### config.mk
export PLATFORM = sky130hd
export DESIGN_NAME = pb_debouncer_multi
export DESIGN_NICKNAME = d
export VERILOG_FILES = /design/src/rtl/pb_debouncer_multi.sv
export SDC_FILE = /design/constraint.sdc
export NUM_CORES = 1
export LEC_CHECK = 0
export CORE_ASPECT_RATIO = 0.7
export CORE_MARGIN = 2
export CORE_UTILIZATION = 40
export CTS_CLUSTER_SIZE = 12
export DETAILED_ROUTE_END_ITERATION = 10
export SLEW_MARGIN = 10
export SYNTH_ARGS = -nofsm -noshare
export SYNTH_HDL_FRONTEND = slang
export SYNTH_SLANG_ARGS = --single-unit
### constraint.sdc
create_clock -name clk -period 2.6 [get_ports clk]
set_clock_uncertainty 0.2 [all_clocks]
set_input_delay 0.52 -clock clk [delete_from_list [all_inputs] [get_ports clk]]
set_output_delay 0.52 -clock clk [all_outputs]
set_load 0.01 [all_outputs]
### src/rtl/pb_debouncer_multi.sv
// Multi-channel push-button debouncer: 2-flop sync, stability counter,
// press/release/long-press single-cycle event pulses per channel.

module pb_debounce_lane #(
    parameter int unsigned DEBOUNCE_CYCLES = 65536,
    parameter int unsigned HOLD_CYCLES     = 25000000,
    parameter int unsigned ACTIVE_LOW      = 1
) (
    input  logic clk,
    input  logic rst_n,
    input  logic pb,
    output logic pressed,
    output logic press_pulse,
    output logic release_pulse,
    output logic long_pulse
);
    localparam int unsigned DW = $clog2(DEBOUNCE_CYCLES);
    localparam int unsigned HW = $clog2(HOLD_CYCLES + 1);
    localparam logic [DW-1:0] DLAST = DW'(DEBOUNCE_CYCLES - 1);
    localparam logic [HW-1:0] HMAX  = HW'(HOLD_CYCLES);
    localparam logic [HW-1:0] HLAST = HW'(HOLD_CYCLES - 1);
    localparam logic          POL   = (ACTIVE_LOW != 0);

    logic          sync0, sync1;
    logic [DW-1:0] dcnt;
    logic [HW-1:0] hcnt;
    logic          mismatch, flip, fall;

    assign mismatch = (sync1 != pressed);
    assign flip     = mismatch && (dcnt == DLAST);
    assign fall     = flip && pressed;

    always_ff @(posedge clk or negedge rst_n) begin
        if (!rst_n) begin
            sync0 <= 1'b0;
            sync1 <= 1'b0;
        end else begin
            sync0 <= pb ^ POL;
            sync1 <= sync0;
        end
    end

    always_ff @(posedge clk or negedge rst_n) begin
        if (!rst_n) begin
            dcnt          <= '0;
            pressed       <= 1'b0;
            press_pulse   <= 1'b0;
            release_pulse <= 1'b0;
        end else begin
            dcnt          <= (!mismatch || flip) ? '0 : dcnt + DW'(1);
            pressed       <= pressed ^ flip;
            press_pulse   <= flip && !pressed;
            release_pulse <= fall;
        end
    end

    // A release landing on the threshold edge wins, so long never pairs with release.
    always_ff @(posedge clk or negedge rst_n) begin
        if (!rst_n) begin
            hcnt       <= '0;
            long_pulse <= 1'b0;
        end else begin
            if (!pressed || fall)
                hcnt <= '0;
            else if (hcnt != HMAX)
                hcnt <= hcnt + HW'(1);
            long_pulse <= pressed && !fall && (hcnt == HLAST);
        end
    end
endmodule

module pb_debouncer_multi #(
    parameter int unsigned CHANNELS        = 4,
    parameter int unsigned DEBOUNCE_CYCLES = 65536,
    parameter int unsigned HOLD_CYCLES     = 25000000,
    parameter int unsigned ACTIVE_LOW      = 1
) (
    input  logic                clk,
    input  logic                rst_n,
    input  logic [CHANNELS-1:0] pb,
    output logic [CHANNELS-1:0] pressed,
    output logic [CHANNELS-1:0] press_pulse,
    output logic [CHANNELS-1:0] release_pulse,
    output logic [CHANNELS-1:0] long_pulse
);
    for (genvar g = 0; g < CHANNELS; g++) begin : g_lane
        pb_debounce_lane #(
            .DEBOUNCE_CYCLES(DEBOUNCE_CYCLES),
            .HOLD_CYCLES    (HOLD_CYCLES),
            .ACTIVE_LOW     (ACTIVE_LOW)
        ) u_lane (
            .clk          (clk),
            .rst_n        (rst_n),
            .pb           (pb[g]),
            .pressed      (pressed[g]),
            .press_pulse  (press_pulse[g]),
            .release_pulse(release_pulse[g]),
            .long_pulse   (long_pulse[g])
        );
    end
endmodule

After elaboration in Yosys (flattened, before gate mapping)
Cells that the tools add are included.
W data, S select, Z words.

word-level totals
  register bits after elaboration = 188
  input bits = 6
  output and inout port bits = 16
  logic and storage cells = 120

operators by class
  add/sub/neg operators = 8
  equality and inequality tests = 16
  multiplexer cells = 12
  bitwise logic cells = 8
  reductions and logical operators = 44

operator list
  kind                     number
  $mux W25                 8
  $add A25 B1 Y25 const B  4
  $eq A25 B25 Y1 const B   4
  $ne A25 B25 Y1 const B   4
  $add A16 B1 Y16 const B  4
  $eq A16 B16 Y1 const B   4
  $mux W16                 4
  $logic_and A1 B1 Y1      20
  $logic_not A1 Y1         12
  $logic_or A1 B1 Y1       8
  $reduce_bool A2 Y1       4
  $ne A1 B1 Y1             4
  $not A1 Y1               4
  $xor A1 B1 Y1            4

Depth between registers and ports, before layout
Gate-level depths: netlist of the first run.

  depth in word-level cells = 6
  gate-level depth with buffers = 9

Modules after synthesis
From an unflattened synthesis of the first run, not the netlist that was laid out.

unflattened totals
  cell total of the unflattened synthesis = 919
  area total of the unflattened synthesis = 9,305.2 um^2

by module, submodules not included
  module                                    times used  cells an instance  area each (um^2)  sequential area each (um^2)
  pb_debounce_lane at g_lane[2].u_lane ...  2           230                2,357.3           1,176.1
  pb_debounce_lane at g_lane[0].u_lane      1           240                2,358.5           1,176.1
  pb_debounce_lane at g_lane[1].u_lane      1           219                2,232.1           1,176.1

Worst setup path before layout of the first run
OpenSTA, ideal clock, no wires.

  path type = reg-to-reg
  start = register g_lane[1].u_lane.dcnt[0]
  end = register g_lane[1].u_lane.hcnt[10]
  setup time = 0.119 ns
  arrival = 1.814 ns
  required time = 2.281 ns
  path slack = 0.467 ns
  cell stages (with the launch flop) = 10
  path buffers = 3
  period minus slack after synthesis = 2.133 ns
  path through = dfrtp_1 > ha_1 > and3_1 > clkbuf_1 > nand2_1 > or3_1 > buf_2 > o21ai_4 > buf_4 > nor2_1

between the ends
  cells in the longest elaborated chain, start to end = 5
  elaborated cells on any way between the ends = 6
  classes of those cells = 1 x eq/ne; 1 x mux; 4 x reduce/logical

ends and longest elaborated chain
  element                                         RTL line  RTL
  start: declaration                              25        logic [DW-1:0] dcnt;
  start signal: assignment                        50        dcnt <= (!mismatch || flip) ? '0 : dcnt + DW'(1);
  $eq A16 B16 Y1 *                                30        assign flip = mismatch && (dcnt == DLAST);
  $logic_and A1 B1 Y1 *                           30
  $logic_and A1 B1 Y1 *                           31        assign fall = flip && pressed;
  $logic_or A1 B1 Y1 *                            63        if (!pressed || fall)
  $mux W25 or $reduce_bool A2 Y1 (tied branches)  -
  end signal: assignment                          66        hcnt <= hcnt + HW'(1);
  end: declaration                                26        logic [HW-1:0] hcnt;

Mark *: on every way between the ends. The rest lies on a longest branch, timed or not.
A chain may end at the register's enable or synchronous reset.

Final worst setup path of the first run
  start = register g_lane[0].u_lane.dcnt[0]
  end = register g_lane[0].u_lane.hcnt[6]

between the ends
  cells in the longest elaborated chain, start to end = 5
  elaborated cells on any way between the ends = 6
  classes of those cells = 1 x eq/ne; 1 x mux; 4 x reduce/logical

ends and longest elaborated chain
  element                                         RTL line
  start: declaration                              25
  start signal: assignment                        50
  $eq A16 B16 Y1 *                                30
  $logic_and A1 B1 Y1 *                           30
  $logic_and A1 B1 Y1 *                           31
  $logic_or A1 B1 Y1 *                            63
  $mux W25 or $reduce_bool A2 Y1 (tied branches)  -
  end signal: assignment                          66
  end: declaration                                26

Marked as above.

==> flow_metrics.env, run 1 <==
export IMPL_powerDensity_mw_per_mm2=570
export IMPL_cts_tree="yes"
export IMPL_grt_setup_unrepaired="no"
export IMPL_syn_area_per_cell_um2=10.1
export IMPL_num_antenna_cells=0
export IMPL_root_buffer="clkbuf_16"
export IMPL_num_rows=45
export IMPL_dieHeight_um=130
export IMPL_p_leak_nw=4.16
export IMPL_area_delta_synth_final_pct=12.7
export IMPL_gp_congestion=0.769
export IMPL_drt_antenna_violating_nets=0
export IMPL_period_needed_ns=2.32
export IMPL_overflow=0
export IMPL_clock_latency_ns=0.44
export IMPL_grt_max_degree=53
export IMPL_syn_num_nets=911
export IMPL_nets=937
export IMPL_io_pins=22
export IMPL_setup_viol=0
export IMPL_slowest_delay_ns=0.47
export IMPL_cp_max_fo=26
export IMPL_hold_viol_final=0
export IMPL_routedWlPerCell_um=13.3
export IMPL_cp_buffers_inverters=1
export IMPL_most_common_layout_cells="188 x dfrtp_1, 180 x nor2_1, 86 x xor2_1"
export IMPL_final_common_cell="dfrtp_1"
export IMPL_ys_types=40
export IMPL_fillerInstances=2004
export IMPL_setup_tns_final_ns=0
export IMPL_grt_pass1_wl_um=28600
export IMPL_crit_chain="ha_1 > nand3_1 > nor4_1 > nand2_1 > o21ai_2 > buf_12 > nor2_1"
export IMPL_ctsResizeCount=0
export IMPL_crit_slowest_cell="nor4_1"
export IMPL_drtIter0Drc=490
export IMPL_die_x_um=184
export IMPL_ys_ff_latch=188
export IMPL_slew_headroom=0.587
export IMPL_irDropWorstVdd_uv=489
export IMPL_antenna_found_initial=0
export IMPL_hpwl_um=10400
export IMPL_cts_sink_count=188
export IMPL_status="completed"
export IMPL_arrival_ns=2.44
export IMPL_vias=6032
export IMPL_port_buffers=21
export IMPL_crit_family="simple AND/OR/NAND/NOR gates"
export IMPL_crit_required_ns=2.72
export IMPL_multi_input_area_mm2=0.00398
export IMPL_cap_viol_max_count=0
export IMPL_path_class="register to register"
export IMPL_yosys_top_cells_area="dfrtp_1 52%, xor2_1 8.3%, nor2_1 7.5%, xnor2_1 5.8%, nand4_1 3.2%"
export IMPL_totalWireLength_um=16100
export IMPL_final_max_slew_viol_count=0
export IMPL_total_power_w=0.00581
export IMPL_drive_above_1_share=0.0773
export IMPL_clk_path_buf_depth=2
export IMPL_ctsHtreeMaxLevel=4
export IMPL_routed_via_density=4.97
export IMPL_start_kind="register"
export IMPL_drcViolationCount=0
export IMPL_seq_area_mm2=0.00470
export IMPL_grt_pass1_vias=5850
export IMPL_fmaxAchievable_mhz=431
export IMPL_synth_top_area_share=0.520
export IMPL_yosys_warnings=0
export IMPL_ys_seq_area_frac=0.520
export IMPL_core_area_mm2=0.0219
export IMPL_yosys_area_top_type="dfrtp_1"
export IMPL_die_area_mm2=0.0238
export IMPL_syn_area_mm2=0.00904
export IMPL_netlist_instances=893
export IMPL_start_util=0.413
export IMPL_clk_pin_slew_worst_paths_ns=0.07
export IMPL_grtUsageTotal=0.148
export IMPL_critPathCaptureType="register"
export IMPL_finalCritPeriodShare=0.892
export IMPL_numCtsBuffers=17
export IMPL_worst_pin_slew_ns=0.616
export IMPL_hp_class="register to register"
export IMPL_drt_pass1_iter_count=4
final timing paths:
check	slack, ns	startpoint	to	depth (start not counted)
min in group asynchronous	0.39	rst_n	g_lane[0].u_lane.hcnt[3]$_DFFE_PN0P_	2
setup reg to reg	0.28	g_lane[0].u_lane.dcnt[0]$_DFF_PN0_	g_lane[0].u_lane.hcnt[6]$_DFFE_PN0P_	7
hold reg to reg	0.15	g_lane[0].u_lane.sync0$_DFF_PN0_	g_lane[0].u_lane.sync1$_DFF_PN0_	0
max in group asynchronous	1.16	rst_n	g_lane[2].u_lane.hcnt[9]$_DFFE_PN0P_	3
hold / removal	0.15	g_lane[0].u_lane.sync0$_DFF_PN0_	g_lane[0].u_lane.sync1$_DFF_PN0_	0
setup / recovery	0.28	g_lane[0].u_lane.dcnt[0]$_DFF_PN0_	g_lane[0].u_lane.hcnt[6]$_DFFE_PN0P_	7
state kept, by name, indices dropped and copies added (netlist names), named ones only:
| name | flops |
|---|---|
| g_lane.u_lane.dcnt | 64 |
| g_lane.u_lane.hcnt | 100 |
| g_lane.u_lane.long_pulse | 4 |
| g_lane.u_lane.press_pulse | 4 |
| g_lane.u_lane.release_pulse | 4 |
| g_lane.u_lane.sync0 | 4 |
| g_lane.u_lane.sync1 | 4 |
layout make-up:
cell class,count,area share
Inverter,25,0.00921
Clock buffer,20,0.0438
Multi-Input combinational cell,645,0.391
Sequential cell,188,0.462
Timing Repair Buffer,42,0.0441
Clock inverter,12,0.0158
Tap cell,282,0.0346
Yosys cell counts, drive strengths merged:
master,n
a21oi,10
and2,6
and3,26
and4,13
buf,33
clkbuf,2
dfrtp,188
ha,12
inv,25
mux2,4
mux2i,4
nand2,51
nand2b,4
nand3,55
nand3b,3
nand4,48
nand4b,2
nor2,180
nor3,23
nor3b,11
nor4,12
nor4b,6
o21ai,8
o31ai,2
or2,2
or3,6
or3b,2
or4,8
or4b,1
xnor2,60
xor2,86
layer usage:
metal	track usage	routed length, um
met5	0	0
met4	0.0424	162
met3	0.0380	498
met2	0.212	6650
met1	0.221	8820
worst reg2reg max path, cell delays in order (launching register included):
cell     delay [ns]
dfrtp_1        0.41
ha_1           0.21
nand3_1        0.17
nor4_1         0.47
nand2_1        0.25
o21ai_2        0.22
buf_12         0.19
nor2_1         0.08
what timing repair did:
| action | in CTS | in global routing |
|---|---|---|
| endpoints found under the setup margin | 0 | 0 |
| hold buffers | 1 | 0 |
| buffers inserted | 0 | 0 |
| hold endpoints to repair | 43 | 0 |
cells by family (layout without fill, tap and decap cells):
logic type | Yosys count | in the layout | share of synthesized area
AO/OA/AOI/OAI | 20 | 20 | 0.0158
XOR/XNOR | 146 | 146 | 0.141
AND/OR/NAND/NOR | 459 | 459 | 0.257
adder cells (fa/ha/maj) | 12 | 12 | 0.0166
flip-flops | 188 | 188 | 0.520
buffers and inverters | 60 | 99 | 0.0392
multiplexers | 8 | 8 | 0.00941
stage by stage:
stage | instance area, um2 | hold slack [ns] | setup slack [ns] | util | instances
2_1_floorplan | 9040 | 0.0244 | 0.467 | - | 893
3_3_place_gp | 9570 | 0.132 | 0.345 | 0.437 | 1181
3_5_place_dp | 9570 | 0.135 | 0.305 | 0.437 | 1181
4_1_cts | 10200 | 0.151 | 0.281 | 0.465 | 1214
5_1_grt | 10200 | 0.159 | 0.153 | 0.465 | 1214
6_report | 10200 | 0.151 | 0.282 | 0.465 | 1214
report_power, final:
group	leakage (nW)	total (W)	internal [W]	switching [W]
registers	2.60	0.00297	0.00294	0.0000219
clock network	0.293	0.00271	0.00155	0.00116
logic	1.27	0.000128	0.0000397	0.0000882
total	4.16	0.00581	0.00454	0.00127
Power figures use the tool's default switching activity.
==> run 2: changes to the inputs <==
Settings changed: CORE_UTILIZATION 40 to 55, PLACE_DENSITY from default to 0.72.
==> flow_metrics.env, run 2 (synthesis results as in run 1) <==
export IMPL_status="completed"
export IMPL_vias=6109
export IMPL_hold_buffers=1
export IMPL_multi_input_area_mm2=0.00398
export IMPL_irDropWorstVdd_uv=293
export IMPL_clk_path_buf_depth=2
export IMPL_period_needed_ns=2.30
export IMPL_dieHeight_um=111
export IMPL_final_max_slew_viol_count=0
export IMPL_fillerInstances=1346
export IMPL_setup_viol=0
export IMPL_totalWireLength_um=15600
export IMPL_start_kind="register"
export IMPL_drtIter0Drc=404
export IMPL_die_x_um=157
export IMPL_crit_required_ns=2.71
export IMPL_critPathCaptureType="register"
export IMPL_numCtsBuffers=17
export IMPL_overflow=0
export IMPL_grtUsageTotal=0.198
export IMPL_num_antenna_cells=0
export IMPL_clk_pin_slew_worst_paths_ns=0.07
export IMPL_gp_congestion=0.776
export IMPL_clock_latency_ns=0.43
export IMPL_hpwl_um=10500
export IMPL_grt_max_degree=57
export IMPL_routedWlPerCell_um=13.5
export IMPL_finalCritPeriodShare=0.885
export IMPL_area_delta_synth_final_pct=11.1
export IMPL_cts_sink_count=188
export IMPL_most_common_layout_cells="188 x dfrtp_1, 180 x nor2_1, 86 x xor2_1"
export IMPL_slew_headroom=0.585
export IMPL_regMostFlops="g_lane.u_lane.hcnt"
export IMPL_num_rows=39
export IMPL_p_leak_nw=4.11
export IMPL_die_area_mm2=0.0175
export IMPL_core_area_mm2=0.0162
export IMPL_largest_reg_flops=100
export IMPL_cap_viol_max_count=0
export IMPL_drive_above_1_share=0.0753
export IMPL_cts_tree="yes"
export IMPL_placed_area_mm2=0.00949
export IMPL_fmaxAchievable_mhz=434
export IMPL_powerDensity_mw_per_mm2=545
export IMPL_worst_pin_slew_ns=0.619
export IMPL_arrival_ns=2.42
export IMPL_routed_via_density=5.29
export IMPL_setup_tns_final_ns=0
export IMPL_cp_max_fo=26
export IMPL_top_regs="g_lane.u_lane.hcnt (100), g_lane.u_lane.dcnt (64)"
export IMPL_final_area_mm2=0.0100
export IMPL_grt_setup_unrepaired="no"
export IMPL_io_pins=22
export IMPL_drt_antenna_violating_nets=0
export IMPL_start_util=0.558
export IMPL_ctsResizeCount=0
export IMPL_port_buffers=21
export IMPL_root_buffer="clkbuf_16"
export IMPL_ctsHtreeMaxLevel=4
export IMPL_cts_setup_buffers=0
export IMPL_nets=936
export IMPL_final_common_cell="dfrtp_1"
export IMPL_drt_pass1_iter_count=4
export IMPL_grt_pass1_wl_um=27900
export IMPL_hp_class="register to register"
export IMPL_seq_area_mm2=0.00470
export IMPL_hold_viol_final=0
export IMPL_grt_pass1_vias=5872
export IMPL_antenna_found_initial=0
export IMPL_path_class="register to register"
export IMPL_drcViolationCount=0
==> run 2: stage by stage <==
step,total power [W],hold WS (ns),instances,utilization,worst slack (ns)
CTS,0.00555,0.152,1155,0.620,0.300
finish,0.00547,0.152,1155,0.620,0.298
global route,0.00570,0.160,1155,0.620,0.149
floorplan,0.00306,0.0244,893,-,0.467
global placement,0.00315,0.133,1123,0.586,0.384
detailed placement,0.00315,0.137,1123,0.586,0.315
==> run 2: area by class of cell <==
cell class,count,area share
well taps,225,0.0280
clock inverters,9,0.00648
repair buffers,41,0.0440
flip-flops and latches,188,0.468
clock buffers,22,0.0472
inverters,25,0.00934
multi-input cells,645,0.396
==> run 2: power breakdown <==
| group | switching [W] | total, W | internal, W |
|---|---|---|---|
| registers | 0.0000224 | 0.00297 | 0.00295 |
| clock network | 0.00109 | 0.00238 | 0.00129 |
| logic | 0.0000864 | 0.000125 | 0.0000387 |
| total | 0.00119 | 0.00547 | 0.00428 |
==> run 2: routing by layer <==
| metal | part of all wire | up-vias | track usage |
|---|---|---|---|
| met4 | 0.0088 | 0 | 0.0473 |
| met2 | 0.43 | 68 | 0.284 |
| met1 | 0.53 | 2970 | 0.299 |
| met5 | 0 | - | 0 |
| met3 | 0.031 | 13 | 0.0516 |
| li1 | - | 3058 | - |
==> run 2: critical path: stages (launching register included) <==
cell	delay, ns
dfrtp_1	0.42
ha_1	0.25
nand2_1	0.16
or4_1	0.69
o21ai_4	0.20
buf_12	0.18
nor4b_1	0.07
==> run 2: path summary, 6_finish.rpt <==
kind | start | end | slack [ns] | cells after the start
setup / recovery | g_lane[2].u_lane.dcnt[0]$_DFF_PN0_ | g_lane[2].u_lane.long_pulse$_DFF_PN0_ | 0.30 | 6
hold / removal | g_lane[3].u_lane.sync0$_DFF_PN0_ | g_lane[3].u_lane.sync1$_DFF_PN0_ | 0.15 | 0
setup reg to reg | g_lane[2].u_lane.dcnt[0]$_DFF_PN0_ | g_lane[2].u_lane.long_pulse$_DFF_PN0_ | 0.30 | 6
hold reg to reg | g_lane[3].u_lane.sync0$_DFF_PN0_ | g_lane[3].u_lane.sync1$_DFF_PN0_ | 0.15 | 0
max in group asynchronous | rst_n | g_lane[1].u_lane.long_pulse$_DFF_PN0_ | 1.16 | 3
min in group asynchronous | rst_n | g_lane[3].u_lane.dcnt[11]$_DFF_PN0_ | 0.38 | 2
